[src/rtl/icache_assoc.sv]
// Set-associative instruction cache with a miss/fill FSM, round-robin replacement,
// whole-cache invalidate and saturating hit/miss counters.
module icache_assoc #(
    parameter int WAYS     = 2,
    parameter int SETS     = 8,
    parameter int BLKWORDS = 2,
    parameter int COUNTW   = 16
) (
    input  logic              CLK,
    input  logic              RST,
    input  logic              imemREN,
    input  logic [31:0]       imemaddr,
    output logic              ihit,
    output logic [31:0]       imemload,
    input  logic              inv,
    output logic              iREN,
    output logic [31:0]       iaddr,
    input  logic              iwait,
    input  logic [31:0]       iload,
    output logic [COUNTW-1:0] hit_cnt,
    output logic [COUNTW-1:0] miss_cnt
);
    localparam int OFFW = $clog2(BLKWORDS);
    localparam int OFFS = (OFFW > 0) ? OFFW : 1;
    localparam int IDXW = $clog2(SETS);
    localparam int TAGW = 30 - OFFW - IDXW;
    localparam int WAYW = (WAYS > 1) ? $clog2(WAYS) : 1;
    localparam logic [OFFS-1:0]   KLAST = OFFS'(BLKWORDS - 1);
    localparam logic [COUNTW-1:0] CMAX  = '1;

    typedef enum logic [1:0] {IDLE, FILL, DONE} state_t;
    state_t state, state_nx;

    logic            valid [WAYS][SETS];
    logic [TAGW-1:0] tags  [WAYS][SETS];
    logic [31:0]     data  [WAYS][SETS][BLKWORDS];
    logic [WAYW-1:0] rr    [SETS];

    logic [29:0]     wa;
    logic [OFFS-1:0] off;
    logic [IDXW-1:0] idx;
    logic [TAGW-1:0] tag;
    logic            unused_bytebits;

    logic [TAGW-1:0] ltag;
    logic [IDXW-1:0] lidx;
    logic [WAYW-1:0] lvic;
    logic            lvic_rr;
    logic [OFFS-1:0] k;

    logic            hit, miss, fill_we, install;
    logic [31:0]     hit_word;
    logic [WAYW-1:0] vic;
    logic            vic_rr;
    logic [29:0]     fill_wa;

    assign wa              = imemaddr[31:2];
    assign unused_bytebits = ^imemaddr[1:0];
    assign off             = OFFS'(wa) & KLAST;
    assign idx             = IDXW'(wa >> OFFW);
    assign tag             = TAGW'(wa >> (OFFW + IDXW));

    always_comb begin
        hit      = 1'b0;
        hit_word = '0;
        for (int w = 0; w < WAYS; w++) begin
            if (valid[w][idx] && tags[w][idx] == tag) begin
                hit      = 1'b1;
                hit_word = data[w][idx][off];
            end
        end
    end

    // Lowest-numbered invalid way wins; the round-robin pointer is the fallback.
    always_comb begin
        vic    = rr[idx];
        vic_rr = 1'b1;
        for (int w = WAYS - 1; w >= 0; w--) begin
            if (!valid[w][idx]) begin
                vic    = WAYW'(w);
                vic_rr = 1'b0;
            end
        end
    end

    assign fill_wa = (30'(ltag) << (OFFW + IDXW)) | (30'(lidx) << OFFW) | 30'(k & KLAST);
    assign iaddr   = iREN ? {fill_wa, 2'b00} : 32'h0;
    assign install = (state == DONE) && !inv;

    always_comb begin
        state_nx = state;
        ihit     = 1'b0;
        imemload = '0;
        iREN     = 1'b0;
        miss     = 1'b0;
        fill_we  = 1'b0;
        case (state)
            IDLE: begin
                if (imemREN) begin
                    if (hit) begin
                        ihit     = 1'b1;
                        imemload = hit_word;
                    end else if (!inv) begin
                        miss     = 1'b1;
                        state_nx = FILL;
                    end
                end
            end
            FILL: begin
                iREN = 1'b1;
                if (!iwait) begin
                    fill_we = 1'b1;
                    if (k == KLAST) state_nx = DONE;
                end
            end
            DONE:    state_nx = IDLE;
            default: state_nx = IDLE;
        endcase
        // Invalidate aborts any fill in progress.
        if (inv) begin
            state_nx = IDLE;
            fill_we  = 1'b0;
        end
    end

    always_ff @(posedge CLK) begin
        if (RST) begin
            state    <= IDLE;
            k        <= '0;
            hit_cnt  <= '0;
            miss_cnt <= '0;
            for (int s = 0; s < SETS; s++) rr[s] <= '0;
            for (int w = 0; w < WAYS; w++)
                for (int s = 0; s < SETS; s++) valid[w][s] <= 1'b0;
        end else begin
            state <= state_nx;
            if (ihit && hit_cnt != CMAX)  hit_cnt  <= hit_cnt + COUNTW'(1);
            if (miss && miss_cnt != CMAX) miss_cnt <= miss_cnt + COUNTW'(1);
            if (miss)         k <= '0;
            else if (fill_we) k <= k + OFFS'(1);
            if (inv) begin
                for (int w = 0; w < WAYS; w++)
                    for (int s = 0; s < SETS; s++) valid[w][s] <= 1'b0;
            end else if (install) begin
                valid[lvic][lidx] <= 1'b1;
                if (lvic_rr) rr[lidx] <= (WAYS > 1) ? rr[lidx] + WAYW'(1) : '0;
            end
        end
    end

    always_ff @(posedge CLK) begin
        if (miss) begin
            ltag    <= tag;
            lidx    <= idx;
            lvic    <= vic;
            lvic_rr <= vic_rr;
        end
        if (fill_we) data[lvic][lidx][k] <= iload;
        if (install) tags[lvic][lidx] <= ltag;
    end
endmodule

[config.mk]
export PLATFORM = sky130hd
export DESIGN_NAME = icache_assoc
export DESIGN_NICKNAME = d
export VERILOG_FILES = /design/src/rtl/icache_assoc.sv
export SDC_FILE = /design/constraint.sdc
export NUM_CORES = 1
export LEC_CHECK = 0
export CAP_MARGIN = 20
export CORE_MARGIN = 2
export CORE_UTILIZATION = 40
export DETAILED_ROUTE_END_ITERATION = 8
export SLEW_MARGIN = 20
export SYNTH_ARGS = -nofsm -noshare
export SYNTH_HDL_FRONTEND = slang
export SYNTH_SLANG_ARGS = --single-unit
[constraint.sdc]
create_clock -name CLK -period 11 [get_ports CLK]
set_input_delay 2.75 -clock CLK [delete_from_list [all_inputs] [get_ports CLK]]
set_output_delay 2.75 -clock CLK [all_outputs]
set_load 0.02 [all_outputs]
==> out/summary.md <==
## Outcome
• finished clean — run status

## Critical path
• input port — crit path launch type
• output pin — crit path capture type
• 49 — worst-path fanout max
• input port to output pin — category of the most critical setup path
• 7.15 ns — data arrival at the endpoint of the critical path
• 8.25 ns — data required time of the worst path
• tags[0][9] — start of the worst register-to-register path
• imemload[18] — worst setup path endpoint
• 9 — reg2reg path depth
• imemaddr[3] — Worst setup startpoint
• 6.96 ns — register-to-register setup slack
• ltag[19] — r2r endpoint

## Power and ir drop
• 12.2 mW — Power, Total
• 0.039 — combinational share of power
• 0.432 — Clk network pwr share
• 9.64 mW — cell internal pwr
• 0.000122 V — worst vdd rail ir drop
• 0.208 — switch share
• 176 nW/um^2 — power per cell area
• 0.529 — Seq pwr share
• 2.53 mW — power spent charging and discharging nets
• 21.6 nW — leakage power summed over all cells

## Yosys
• edfxtp_1 75%, mux4_2 15%, mux2i_1 1.7% — cells taking the most area after synthesis
• 0.765 — share of synthesized area occupied by flip-flops and latches
• 59600 um^2 — post-synthesis cell area
• 1533 — flip-flop and latch count after synthesis
• 2747 — synthesized instance count
• edfxtp_1 — dominant register cell in the synthesized netlist
• 0 — share of async-settable or async-resettable flops after synthesis
• 0.753 — share of the synthesized area in the top cell type
• edfxtp_1 — cell type contributing the most total cell area after synthesis
• 54 — Yosys cell types
• 0 — count of synthesis-stage warnings from yosys
• 21.7 um^2 — average instance area after synthesis
• 1495 — Post-synth EDFFs

## Placed design
• 78600 um — estimated wirelength of the detail-placed design
• 162 — number of buffers added on ports
• 0.759 — Final GP Congestion
• 1.05 ns — post-placement worst setup slack

## Detailed routing
• 5.74 — average vias per placed instance
• 0 — post-detailed-route count of antenna-violating nets
• 29.2 um — average wire length per cell after detail routing
• 3101 — initial drt markers
• 0 — post-route DRC violation count
• 6 — detailed-router iteration count before antenna repair
• 148000 um — total wirelength of the detailed-routed design
• 29167 — via count

## Global route
• 211000 um — global-route wire length before repair
• 0.195 — GRT Resource Usage Total
• 29699 — vias in the first global route
• 12 — antenna violations before repair
• 106 — maximum number of pins on one net before global-route repair
• 0 — final global-route overflow total

## Clocking
• 0 — number of buffers added to fix hold violations after cts
• 158 — total clock buffers created by CTS
• 4 — maximum level of the CTS H-tree
• done — CTS tree
• 0 — post-CTS setup buffers
• 1533 — clock sink total
• 0.05 ns — clock slew seen by the registers of the worst setup and hold paths
• clkbuf_16 — buffer type at the clock tree root
• 0 — # resized after CTS
• 0.78 ns — clock latency on the worst-skew pair
• 3 — Clock Tree Buf Depth

## Die
• 390 um — width of the die
• 0.403 — starting density of the core
• 141 — Placement Rows
• 148000 um^2 — Std-Cell Core Area
• 152000 um^2 — Die Area
• 390 um — height of the die
• 167 — io pins

## Finish
• 16.0% — Syn-to-layout area delta
• 3091 — nets
• 0.254 — layout cell share with drive strength beyond 1

## STA
• 1.06 ns — actual transition at the worst max-transition pin
• 1.10 ns — Final WS setup
• 0 — count of endpoints failing setup in the final report
• false — setup repair after global routing missed its margin
• 0.0456 ns — maximum clock skew at final layout
• 0 — hold violation total from the final report
• 0.293 — relative max-transition margin
• 101 MHz — Highest Clock Rate
• 0 ns — aggregate negative setup slack
• 9.90 ns — shortest clock period the worst path allows after layout
• 0.900 — ratio of final minimum period to clock period
• 0 — number of max-slew violations in the final report

## Run
• 0 — maximum capacitance violations

## Worst hold path
• flip-flop to flip-flop — type of the most critical hold path

==> worst min path at each step <==
stage	endpoint	start	cells after the start	slack [ns]
floorplan	state[1]	k	2	0.47
global placement	miss_cnt[5]	miss_cnt[5]	2	0.48
detailed placement	miss_cnt[14]	miss_cnt[14]	2	0.50
CTS	miss_cnt[14]	miss_cnt[14]	2	0.51
global route	miss_cnt[14]	miss_cnt[14]	2	0.53
finish	miss_cnt[14]	miss_cnt[14]	2	0.51
==> flip-flops by register name, summed over array words and instances (netlist names), named ones only <==
register / flops
data: 1024
hit_cnt: 16
k: 1
lidx: 3
ltag: 26
lvic: 1
lvic_rr: 1
miss_cnt: 16
rr: 8
state: 2
tags: 416
valid: 16
==> cells by family after synthesis <==
kind of cell	Yosys count	synth area share
compound gates	154	0.0160
xor+xnor	55	0.00808
buf+inv	159	0.0142
flops	1533	0.765
mux	511	0.169
simple gates	332	0.0271
fa+ha+maj	2	0.000419
other cells	1	0.0000629
==> per-stage QoR <==
step	instances	instance area, um^2	hold slack (ns)	util
2_1_floorplan	2748	59700	0.474	-
3_3_place_gp	4790	64100	0.485	0.433
3_5_place_dp	4790	64100	0.499	0.433
4_1_cts	5075	69200	0.509	0.468
5_1_grt	5076	69200	0.530	0.468
6_report	5078	69200	0.505	0.468
==> power groups by stage <==
stage	Sequential, mW	Combinational, mW	Clock (mW)
floorplan	6.55	0.315	0
global placement	6.56	0.474	0
detailed placement	6.56	0.486	0
CTS	6.44	0.488	5.36
global route	6.44	0.515	5.60
finish	6.44	0.479	5.25
==> routing by layer <==
metal	global-route usage	vias to the layer above	part of all wire
met5	0	-	0.00025
met4	0.0512	6	0.022
met3	0.0331	202	0.071
met2	0.314	1184	0.49
met1	0.276	15781	0.42
li1	-	11994	-
==> worst max-delay path, cell delays in order <==
cell and delay [ns]:
buf_8 0.46, mux4_2 0.57, mux2i_1 0.18, xor2_1 0.24, nand4_1 0.26, nor4_1 0.65
and4_1 0.48, o21ai_4 0.11, buf_4 0.24, a21oi_1 0.38, clkdlybuf4s50_1 0.76
==> layout make-up <==
type	count	area [um^2]
Antenna cell	3	7.51
Clock buffer	190	4100
Clock inverter	95	1050
Fill cell	12104	78600
Inverter	8	30.0
Multi-Input combinational cell	1056	13500
Sequential cell	1533	45700
Tap cell	1930	2410
Timing Repair Buffer	263	2450
==> cells in the final DEF, fill, tap and decap left out, drive strengths merged, types with 8 or more instances in the layout <==
cell,instances
clkbuf,190
xnor2,11
dfxtp,38
edfxtp,1495
nor4,8
and3,11
nor3,9
o21bai,8
bufinv,14
and2,33
clkinv,71
mux2,18
inv,14
xor2,44
mux2i,99
nor2,94
nand4,17
or3,19
o21ai,38
clkdlybuf4s50,154
nand2,93
a221oi,12
nand3,16
nor2b,12
a21oi,58
a22oi,13
buf,109
mux4,394
==> Yosys cell counts (all sizes together) (16+ instances only) <==
cell    number
a21oi       58
and2        33
buf         72
clkbuf      79
dfxtp       38
edfxtp    1495
mux2        18
mux2i       99
mux4       394
nand2       93
nand3       16
nand4       17
nor2        94
o21ai       38
or3         19
xor2        44
(Power assumes the default switching activity.)
